==> src/rtl/rs_select_if.sv <==
// Dispatch/CDB/FU-facing signal bundle for the rs_select wakeup/select scheduler.
interface rs_select_if #(
  parameter int unsigned N    = 8,
  parameter int unsigned IW   = 3,
  parameter int unsigned PRW  = 6,
  parameter int unsigned NCDB = 2
);
  logic                      recovery_en;
  logic [1:0]                alloc_en;
  logic [1:0][IW-1:0]        alloc_idx;
  logic [1:0][PRW-1:0]       alloc_rs1;
  logic [1:0][PRW-1:0]       alloc_rs2;
  logic [1:0]                alloc_rdy1;
  logic [1:0]                alloc_rdy2;
  logic [NCDB-1:0]           cdb_en;
  logic [NCDB-1:0][PRW-1:0]  cdb_tag;
  logic [1:0]                fu_rdy;
  logic [1:0]                issue_en;
  logic [1:0][IW-1:0]        issue_idx;
  logic [N-1:0]              valid_vec;
  logic                      rs_empty;

  modport master (
    output recovery_en, alloc_en, alloc_idx, alloc_rs1, alloc_rs2, alloc_rdy1, alloc_rdy2,
           cdb_en, cdb_tag, fu_rdy,
    input  issue_en, issue_idx, valid_vec, rs_empty
  );

  modport slave (
    input  recovery_en, alloc_en, alloc_idx, alloc_rs1, alloc_rs2, alloc_rdy1, alloc_rdy2,
           cdb_en, cdb_tag, fu_rdy,
    output issue_en, issue_idx, valid_vec, rs_empty
  );
endinterface

==> src/rtl/rs_select.sv <==
// Reservation-station wakeup/select: tracks operand readiness and age, and grants
// up to two ready entries per cycle, oldest first, to the available FU ports.
module rs_select #(
  parameter int unsigned N    = 8,
  parameter int unsigned IW   = 3,
  parameter int unsigned PRW  = 6,
  parameter int unsigned NCDB = 2
) (
  input  logic       clk,
  input  logic       rst,
  rs_select_if.slave rs
);

  logic [N-1:0]          r_valid;
  logic [N-1:0]          r_rdy1;
  logic [N-1:0]          r_rdy2;
  logic [N-1:0][PRW-1:0] r_tag1;
  logic [N-1:0][PRW-1:0] r_tag2;
  logic [N-1:0][N-1:0]   r_age;

  logic [N-1:0]   w_cand;
  logic [N-1:0]   w_cand2;
  logic [N-1:0]   w_first;
  logic [N-1:0]   w_second;
  logic [IW-1:0]  w_first_idx;
  logic [IW-1:0]  w_second_idx;
  logic [1:0]     w_issue_en;
  logic [1:0][IW-1:0] w_issue_idx;
  logic [N-1:0]   w_issued;
  logic [N-1:0]   w_alloc_oh;
  logic [N-1:0]   w_wake1;
  logic [N-1:0]   w_wake2;
  logic [1:0]     w_amatch1;
  logic [1:0]     w_amatch2;
  logic           w_flush;

  assign w_flush = rst | rs.recovery_en;

  // Oldest candidate, then oldest of the rest, from the age matrix.
  always_comb begin
    w_cand  = r_valid & r_rdy1 & r_rdy2;
    w_first = '0;
    for (int i = 0; i < int'(N); i++) begin
      w_first[i] = w_cand[i];
      for (int j = 0; j < int'(N); j++)
        if (j != i && w_cand[j] && r_age[j][i]) w_first[i] = 1'b0;
    end
    w_cand2  = w_cand & ~w_first;
    w_second = '0;
    for (int i = 0; i < int'(N); i++) begin
      w_second[i] = w_cand2[i];
      for (int j = 0; j < int'(N); j++)
        if (j != i && w_cand2[j] && r_age[j][i]) w_second[i] = 1'b0;
    end
  end

  always_comb begin
    w_first_idx  = '0;
    w_second_idx = '0;
    for (int i = 0; i < int'(N); i++) begin
      if (w_first[i])  w_first_idx  = IW'(i);
      if (w_second[i]) w_second_idx = IW'(i);
    end
  end

  // First pick takes the lowest ready port; second pick takes the other one.
  always_comb begin
    w_issue_en  = '0;
    w_issue_idx = '0;
    if (!w_flush) begin
      if (rs.fu_rdy[0]) begin
        if (|w_first) begin
          w_issue_en[0]  = 1'b1;
          w_issue_idx[0] = w_first_idx;
        end
        if (rs.fu_rdy[1] && |w_second) begin
          w_issue_en[1]  = 1'b1;
          w_issue_idx[1] = w_second_idx;
        end
      end else if (rs.fu_rdy[1] && |w_first) begin
        w_issue_en[1]  = 1'b1;
        w_issue_idx[1] = w_first_idx;
      end
    end
    w_issued = ((|w_issue_en) ? w_first : '0) | ((&w_issue_en) ? w_second : '0);
  end

  always_comb begin
    w_wake1    = '0;
    w_wake2    = '0;
    w_amatch1  = '0;
    w_amatch2  = '0;
    w_alloc_oh = '0;
    for (int k = 0; k < int'(NCDB); k++) begin
      if (rs.cdb_en[k]) begin
        for (int i = 0; i < int'(N); i++) begin
          if (rs.cdb_tag[k] == r_tag1[i]) w_wake1[i] = 1'b1;
          if (rs.cdb_tag[k] == r_tag2[i]) w_wake2[i] = 1'b1;
        end
        for (int s = 0; s < 2; s++) begin
          if (rs.cdb_tag[k] == rs.alloc_rs1[s]) w_amatch1[s] = 1'b1;
          if (rs.cdb_tag[k] == rs.alloc_rs2[s]) w_amatch2[s] = 1'b1;
        end
      end
    end
    for (int s = 0; s < 2; s++)
      if (rs.alloc_en[s]) w_alloc_oh[rs.alloc_idx[s]] = 1'b1;
  end

  // Slot 1 updates after slot 0 so a dual allocation leaves slot 0 as the older entry.
  always_ff @(posedge clk) begin
    if (w_flush) begin
      r_valid <= '0;
    end else begin
      r_valid <= (r_valid & ~w_issued) | w_alloc_oh;
      r_rdy1  <= r_rdy1 | w_wake1;
      r_rdy2  <= r_rdy2 | w_wake2;
      for (int s = 0; s < 2; s++) begin
        if (rs.alloc_en[s]) begin
          r_tag1[rs.alloc_idx[s]] <= rs.alloc_rs1[s];
          r_tag2[rs.alloc_idx[s]] <= rs.alloc_rs2[s];
          r_rdy1[rs.alloc_idx[s]] <= rs.alloc_rdy1[s] | w_amatch1[s];
          r_rdy2[rs.alloc_idx[s]] <= rs.alloc_rdy2[s] | w_amatch2[s];
          r_age[rs.alloc_idx[s]]  <= '0;
          for (int j = 0; j < int'(N); j++)
            if (j != int'(rs.alloc_idx[s])) r_age[j][rs.alloc_idx[s]] <= 1'b1;
        end
      end
    end
  end

  assign rs.issue_en  = w_issue_en;
  assign rs.issue_idx = w_issue_idx;
  assign rs.valid_vec = r_valid;
  assign rs.rs_empty  = ~|r_valid;

endmodule

==> src/flat_wrapper.sv <==
// flat-port wrapper written by rule: the top's interface ports become plain ports
module rs_select_flat 
#(
  parameter int unsigned N    = 8,
  parameter int unsigned IW   = 3,
  parameter int unsigned PRW  = 6,
  parameter int unsigned NCDB = 2
)
  (clk, rst, rs_recovery_en, rs_alloc_en, rs_alloc_idx, rs_alloc_rs1, rs_alloc_rs2, rs_alloc_rdy1, rs_alloc_rdy2, rs_cdb_en, rs_cdb_tag, rs_fu_rdy, rs_issue_en, rs_issue_idx, rs_valid_vec, rs_rs_empty);
  rs_select_if #(.N(N), .IW(IW), .PRW(PRW), .NCDB(NCDB)) rs_i ();
  input  logic clk;
  input  logic rst;
  input wire logic [$bits(rs_i.recovery_en)-1:0] rs_recovery_en;
  input wire logic [$bits(rs_i.alloc_en)-1:0] rs_alloc_en;
  input wire logic [$bits(rs_i.alloc_idx)-1:0] rs_alloc_idx;
  input wire logic [$bits(rs_i.alloc_rs1)-1:0] rs_alloc_rs1;
  input wire logic [$bits(rs_i.alloc_rs2)-1:0] rs_alloc_rs2;
  input wire logic [$bits(rs_i.alloc_rdy1)-1:0] rs_alloc_rdy1;
  input wire logic [$bits(rs_i.alloc_rdy2)-1:0] rs_alloc_rdy2;
  input wire logic [$bits(rs_i.cdb_en)-1:0] rs_cdb_en;
  input wire logic [$bits(rs_i.cdb_tag)-1:0] rs_cdb_tag;
  input wire logic [$bits(rs_i.fu_rdy)-1:0] rs_fu_rdy;
  output wire logic [$bits(rs_i.issue_en)-1:0] rs_issue_en;
  output wire logic [$bits(rs_i.issue_idx)-1:0] rs_issue_idx;
  output wire logic [$bits(rs_i.valid_vec)-1:0] rs_valid_vec;
  output wire logic [$bits(rs_i.rs_empty)-1:0] rs_rs_empty;
  assign rs_i.recovery_en = rs_recovery_en;
  assign rs_i.alloc_en = rs_alloc_en;
  assign rs_i.alloc_idx = rs_alloc_idx;
  assign rs_i.alloc_rs1 = rs_alloc_rs1;
  assign rs_i.alloc_rs2 = rs_alloc_rs2;
  assign rs_i.alloc_rdy1 = rs_alloc_rdy1;
  assign rs_i.alloc_rdy2 = rs_alloc_rdy2;
  assign rs_i.cdb_en = rs_cdb_en;
  assign rs_i.cdb_tag = rs_cdb_tag;
  assign rs_i.fu_rdy = rs_fu_rdy;
  assign rs_issue_en = rs_i.issue_en;
  assign rs_issue_idx = rs_i.issue_idx;
  assign rs_valid_vec = rs_i.valid_vec;
  assign rs_rs_empty = rs_i.rs_empty;
  rs_select #(.N(N), .IW(IW), .PRW(PRW), .NCDB(NCDB)) u_core (.clk(clk), .rst(rst), .rs(rs_i));
endmodule
==> config.mk <==
export PLATFORM = sky130hd
export DESIGN_NAME = rs_select_flat
export DESIGN_NICKNAME = d
export VERILOG_FILES = /design/src/rtl/rs_select_if.sv /design/src/rtl/rs_select.sv /design/src/flat_wrapper.sv
export SDC_FILE = /design/constraint.sdc
export NUM_CORES = 1
export LEC_CHECK = 0
export ABC_CLOCK_PERIOD_IN_PS = 18680
export CAP_MARGIN = 40
export CELL_PAD_IN_SITES_DETAIL_PLACEMENT = 0
export CELL_PAD_IN_SITES_GLOBAL_PLACEMENT = 1
export CORE_AREA = 2 2 131 228
export DETAILED_ROUTE_END_ITERATION = 16
export DIE_AREA = 0 0 133 230
export PLACE_DENSITY_LB_ADDON = 0.15
export SLEW_MARGIN = 20
export SYNTH_ARGS = -nofsm -noshare
export SYNTH_HDL_FRONTEND = slang
export SYNTH_SLANG_ARGS = --single-unit
==> constraint.sdc <==
create_clock -name clk -period 18.68 [get_ports clk]
set_input_delay 3.736 -clock clk [delete_from_list [all_inputs] [get_ports clk]]
set_output_delay 3.736 -clock clk [all_outputs]
set_load 0.05 [all_outputs]
=== Word level (Yosys, flattened, before mapping) ===
Cells that the tools add are included.

* $lt $le $gt $ge: 4
* Equal/unequal tests: 54
* Multiplexer cells: 241
* Bitwise logic cells: 36
* Reductions and logical operators: 124

{| class="wikitable"
|+ Operator list
! cell !! number
|-
| $mux W48 || 6
|-
| $mux W8 || 32
|-
| $eq A6 B6 Y1 || 40
|-
| $bwmux W48 || 4
|-
| $mux W64 || 3
|-
| $or A8 B8 Y8 || 21
|-
| $mux W1 || 161
|-
| $and A64 B64 Y64 || 2
|-
| $not A64 Y64 || 2
|-
| $logic_and A1 B1 Y1 || 116
|-
| $demux W8 S3 || 2
|-
| $mux W3 || 13
|-
| $demux W6 S3 || 2
|-
| $and A8 B8 Y8 || 4
|-
| $bwmux W8 || 4
|-
| $ne A3 B3 Y1 const A || 8
|-
| $reduce_or A8 Y1 || 3
|-
| $mux W2 || 9
|-
| $mux W6 || 3
|-
| $not A8 Y8 || 2
|-
| $ne A2 B3 Y1 const A || 4
|-
| $lt A3 B4 Y1 const B || 2
|-
| $demux W1 S3 || 2
|-
| $ge A3 B1 Y1 const B || 2
|-
| other kinds (6) || 12
|}

* Register bits: 184
* Bits of input ports: 55
* Output and inout bits: 17
* Word-level logic and storage cells: 486

=== Longest topological paths before layout ===
* Depth in word-level cells: 31
* Gate-level depth with buffers: 12
* Depth with buffers taken out: 9

=== Least setup slack after synthesis ===
No wires, ideal clock.

* Path kind: register to output
* Start point: register u_core.r_valid[7], in the netlist u_core.rs.valid_vec[7]
* End point: output rs_issue_idx[3]
* Arrival: 3,724 ps
* Required time: 14,944 ps
* Setup slack: 11,220 ps
* Stages on the path, launching flop included: 11
* Buffers on the path: 1
* Cell sequence: dfxtp_1 -> buf_2 -> and3_2 -> nand4_2 -> o21a_1 -> a22o_1 -> or4b_1 -> nor4b_2 -> nand4_1 -> nand2_1 -> a211oi_1

* Word-level cells in the longest chain between the ends: 24

{| class="wikitable"
|+ RTL lines
! item !! line !! text
|-
| from (decl) || rs_select.sv:14 || <nowiki>logic [N-1:0] r_valid;</nowiki>
|-
| from (signal assigned) || rs_select.sv:115 || <nowiki>r_valid <= (r_valid & ~w_issued) | w_alloc_oh;</nowiki>
|-
| $and A8 B8 Y8 (*) (2 in a row) || rs_select.sv:41 || <nowiki>w_cand = r_valid & r_rdy1 & r_rdy2;</nowiki>
|-
| $logic_and A1 B1 Y1 || rs_select.sv:46 || <nowiki>if (j != i && w_cand[j] && r_age[j][i]) w_first[i] = 1'b0;</nowiki>
|-
| $mux W1 || rs_select.sv:46 ||
|-
| $not A8 Y8 || rs_select.sv:48 || <nowiki>w_cand2 = w_cand & ~w_first;</nowiki>
|-
| $and A8 B8 Y8 || rs_select.sv:48 ||
|-
| $logic_and A1 B1 Y1 || rs_select.sv:53 || <nowiki>if (j != i && w_cand2[j] && r_age[j][i]) w_second[i] = 1'b0;</nowiki>
|-
| $mux W1 (7 in a row) || rs_select.sv:53 ||
|-
| $mux W1 || rs_select.sv:62 || <nowiki>if (w_second[i]) w_second_idx = IW'(i);</nowiki>
|-
| $mux W2 (2 in a row) || rs_select.sv:62 ||
|-
| $mux W3 (4 in a row) || rs_select.sv:62 ||
|-
| $mux W3 || rs_select.sv:76 || <nowiki>if (rs.fu_rdy[1] && |w_second) begin</nowiki>
|-
| $mux W3 (*) || rs_select.sv:71 || <nowiki>if (rs.fu_rdy[0]) begin</nowiki>
|-
| $mux W6 (*) || rs_select.sv:70 || <nowiki>if (!w_flush) begin</nowiki>
|-
| to (decl) || flat_wrapper.sv:24 || <nowiki>output wire logic [$bits(rs_i.issue_idx)-1:0] rs_issue_idx;</nowiki>
|}

Mark *: on every way between the ends. The rest lies on a longest branch, timed or not.

=== Worst setup path in the final report ===
* Start point: input rs_fu_rdy[0]
* End point: output rs_issue_idx[3]

* Word-level cells in the longest chain between the ends: 2

{| class="wikitable"
|+ RTL lines
! item !! line !! text
|-
| from (decl) || flat_wrapper.sv:22 || <nowiki>input wire logic [$bits(rs_i.fu_rdy)-1:0] rs_fu_rdy;</nowiki>
|-
| $mux W3 || rs_select.sv:71 ||
|-
| $mux W6 || rs_select.sv:70 ||
|}

Every way passes these cells.

==> results.sh <==
export IMPL_synth_area_um2=12800
export IMPL_dp_hpwl_mm=39.4
export IMPL_tightest_slew_ps=939
export IMPL_detail_route_wl_per_cell_um=29.8
export IMPL_drt_total_wl_mm=55.3
export IMPL_drtIter0Drc=864
export IMPL_dr_pass1_iters=6
export IMPL_synthToLayoutAreaGrowth_pct=13.3
export IMPL_drv_slew=0
export IMPL_h_tree_depth=4
export IMPL_grt_pass1_vias=11726
export IMPL_place_gp_congestion=1.11
export IMPL_required_ps=14940
export IMPL_wl_met2_mm=28.8
export IMPL_cp_end_kind="output port"
export IMPL_fp_dieH_um=230
export IMPL_via_count=11711
export IMPL_port_buffers=71
export IMPL_std_cell_rows=82
export IMPL_relSlewSlack_pct=37.1
export IMPL_p_leak_nw=4.95
export IMPL_clk_pin_slew_worst_paths_ps=60
export IMPL_yosysTopAreaCellShare_pct=39.5
export IMPL_drv_cap=0
export IMPL_grt_max_degree=61
export IMPL_synth_ff_type="edfxtp_1"
export IMPL_synth_fa_ha_area_share_pct=0
export IMPL_antenna_found_initial=1
export IMPL_status="completed"
export IMPL_root_buffer="clkbuf_16"
export IMPL_tns_ps=0
export IMPL_min_period_ps=9930
export IMPL_yosysWarningCount=0
export IMPL_drc=0
export IMPL_hp_class="reg2reg"
export IMPL_synthXorXnorAreaFrac_pct=16.5
export IMPL_layout_nets=1520
export IMPL_ioPinCount=72
export IMPL_fp_dieArea_um2=30600
export IMPL_ys_seq_area_share_pct=40.8
export IMPL_clockBufferDepth=2
export IMPL_synth_compound_area_share_pct=14.2
export IMPL_coreArea_um2=28600
export IMPL_syn_nets=1513
export IMPL_yosysUniqueCellTypes=68
export IMPL_synth_top_family_by_area="simple AND/OR/NAND/NOR gates"
export IMPL_hold_viol=0
export IMPL_p_per_area_nw_per_um2=71.7
export IMPL_ir_drop_v=0.0000754
export IMPL_cts_buffers=17
export IMPL_synthArstFlopShare_pct=0
export IMPL_synthSimpleGateAreaFrac_pct=22.5
export IMPL_fp_dieW_um=133
export IMPL_top_layer_used="met5"
export IMPL_critPathLaunchType="input pin"
export IMPL_cts_setup_buffers=0
export IMPL_setup_viol=0
export IMPL_synth_edf_count=168
export IMPL_yosys_area_top_type="edfxtp_1"
export IMPL_ant_nets=0
export IMPL_synth_mux_area_share_pct=0.941
export IMPL_grt_use_total_pct=36.8
export IMPL_clkSinkCount=176
export IMPL_grt_pass1_wl_mm=80.2
export IMPL_fin_util_pct=50.6
export IMPL_fin_skew_ps=11.1
export IMPL_dr_wl_met3_mm=3.26
export IMPL_path_class="in2out"
export IMPL_crit_arrival_ps=6200
export IMPL_start_util_pct=44.6
export IMPL_period_share_pct=53.2
export IMPL_cts_resized=0
export IMPL_clock_latency_ps=470
export IMPL_rsz0062_at_grt="false"
export IMPL_hold_buffers=0
export IMPL_viasPerCell=6.30
export IMPL_yosys_top_cells_area="edfxtp_1 (40%), xnor2_1 (8.2%), xor2_1 (8.2%), nand2_1 (7.3%), nand4_1 (4.9%)"
export IMPL_cp_max_fo=12
export IMPL_grt_overflow=0
export IMPL_synth_area_per_cell_um2=8.76
export IMPL_synth_seq_cells=176
export IMPL_wl_met1_mm=17.6
export IMPL_syn_inst=1458
export IMPL_max_freq_mhz=101
export IMPL_drive_above_1_share_pct=7.10
export IMPL_tritoncts="yes"
-- metrics by stage --
step	std cells	hold WS [ps]	power (mW)	area (um^2)	setup WS, ps
detailed placement	1821	570	0.662	13800	8760
finish	1858	587	1.04	14500	8750
global placement	1806	566	0.655	13600	8770
CTS	1853	593	1.03	14400	8760
global route	1856	625	1.07	14500	8680
floorplan	1458	521	0.597	12800	5040
-- placed cells by master, fill, tap and decap left out, types with 4 or more instances in the layout --
| cell | count |
|---|---|
| nand2_1 | 249 |
| edfxtp_1 | 168 |
| nor2_1 | 140 |
| xor2_1 | 120 |
| xnor2_1 | 120 |
| nand4_1 | 101 |
| a31oi_1 | 87 |
| clkdlybuf4s50_1 | 71 |
| o21ai_0 | 57 |
| a21oi_1 | 54 |
| nor4_1 | 39 |
| buf_4 | 36 |
| o41ai_1 | 17 |
| clkbuf_16 | 17 |
| mux2i_1 | 12 |
| inv_1 | 10 |
| o22ai_1 | 10 |
| o211ai_1 | 10 |
| a21o_1 | 8 |
| nor3_1 | 8 |
| clkbuf_1 | 8 |
| dfxtp_1 | 8 |
| and3_1 | 7 |
| or3_1 | 7 |
| and2_1 | 7 |
| nand3_1 | 6 |
| buf_8 | 6 |
| o2111ai_1 | 5 |
| nand4_2 | 4 |
| nor2_2 | 4 |
| and4_1 | 4 |
| o21a_1 | 4 |
| o31ai_1 | 4 |
| a21boi_0 | 4 |
| nand2b_1 | 4 |
| buf_16 | 4 |
-- critical path: stages --
cell             delay, ps
clkdlybuf4s50_1        740
o31ai_1                160
nor4b_2                540
nand4_1                150
nand2_1                120
a211oi_1                50
clkdlybuf4s50_1        700
-- power by group --
group	switching (mW)	internal (mW)	total, mW
logic	0.108	0.0673	0.175
clock network	0.161	0.218	0.379
registers	0.0246	0.458	0.483
total	0.293	0.743	1.04
-- sequential cells by signal, summed over array words and instances (netlist names) --
name                 count
u_core.r_age            56
u_core.r_rdy1            8
u_core.r_rdy2            8
u_core.r_tag1           48
u_core.r_tag2           48
u_core.rs.valid_vec      8
-- layout make-up --
type / count / area [um^2]
Clock buffer: 27 / 483
Tap cell: 378 / 473
Fill cell: 2728 / 14200
Inverter: 10 / 37.5
Sequential cell: 176 / 5200
Timing Repair Buffer: 121 / 1220
Clock inverter: 5 / 105
Multi-Input combinational cell: 1139 / 6940
Antenna cell: 2 / 5.00
-- cell usage after synthesis (3+ instances only) --
library cell and instances:
nand2_1 249, edfxtp_1 168, nor2_1 142, xnor2_1 120, xor2_1 120, nand4_1 101, a31oi_1 87, clkbuf_1 76
o21ai_0 57, a21oi_1 54, nor4_1 39, buf_1 28, o41ai_1 18, mux2i_1 12, buf_2 11, inv_1 10
nor3_1 10, o211ai_1 10, o22ai_1 10, buf_4 9, a21o_1 8, dfxtp_1 8, and2_1 7, and3_1 7
or3_1 7, buf_6 6, nand3_1 6, o2111ai_1 5, a21boi_0 4, and4_1 4, nand2b_1 4, nand4_2 4
o21a_1 4, o31ai_1 4, a22oi_1 3, and3_2 3, nor2_2 3, o21bai_1 3
-- kinds of logic (layout without fill, tap and decap cells) --
logic type / after synthesis / in the layout
multiplexers: 12 / 12
AND/OR/NAND/NOR: 603 / 603
buffers and inverters: 143 / 163
flip-flops: 176 / 176
other: 0 / 2
XOR/XNOR: 240 / 240
AO/OA/AOI/OAI: 284 / 284
-- per-layer routing --
layer	up-vias	track usage, %
met5	-	0
met4	2	31.6
met3	227	9.06
met2	510	66.1
met1	5691	34.5
li1	5281	-
-- final timing paths --
kind                                            startpoint                                end  slack (ps)  cells after the start
worst max-delay path                          rs_fu_rdy[0]                    rs_issue_idx[3]        8750                      7
worst min register to register  u_core.r_age[35]$_DFFE_PP_         u_core.r_age[35]$_DFFE_PP_         590                      1
worst min-delay path            u_core.r_age[35]$_DFFE_PP_         u_core.r_age[35]$_DFFE_PP_         590                      1
worst max register to register  u_core.r_rdy1[7]$_DFFE_PP_  u_core.rs.valid_vec[7]$_SDFF_PN0_       14440                      9
Power figures use the tool's default switching activity.
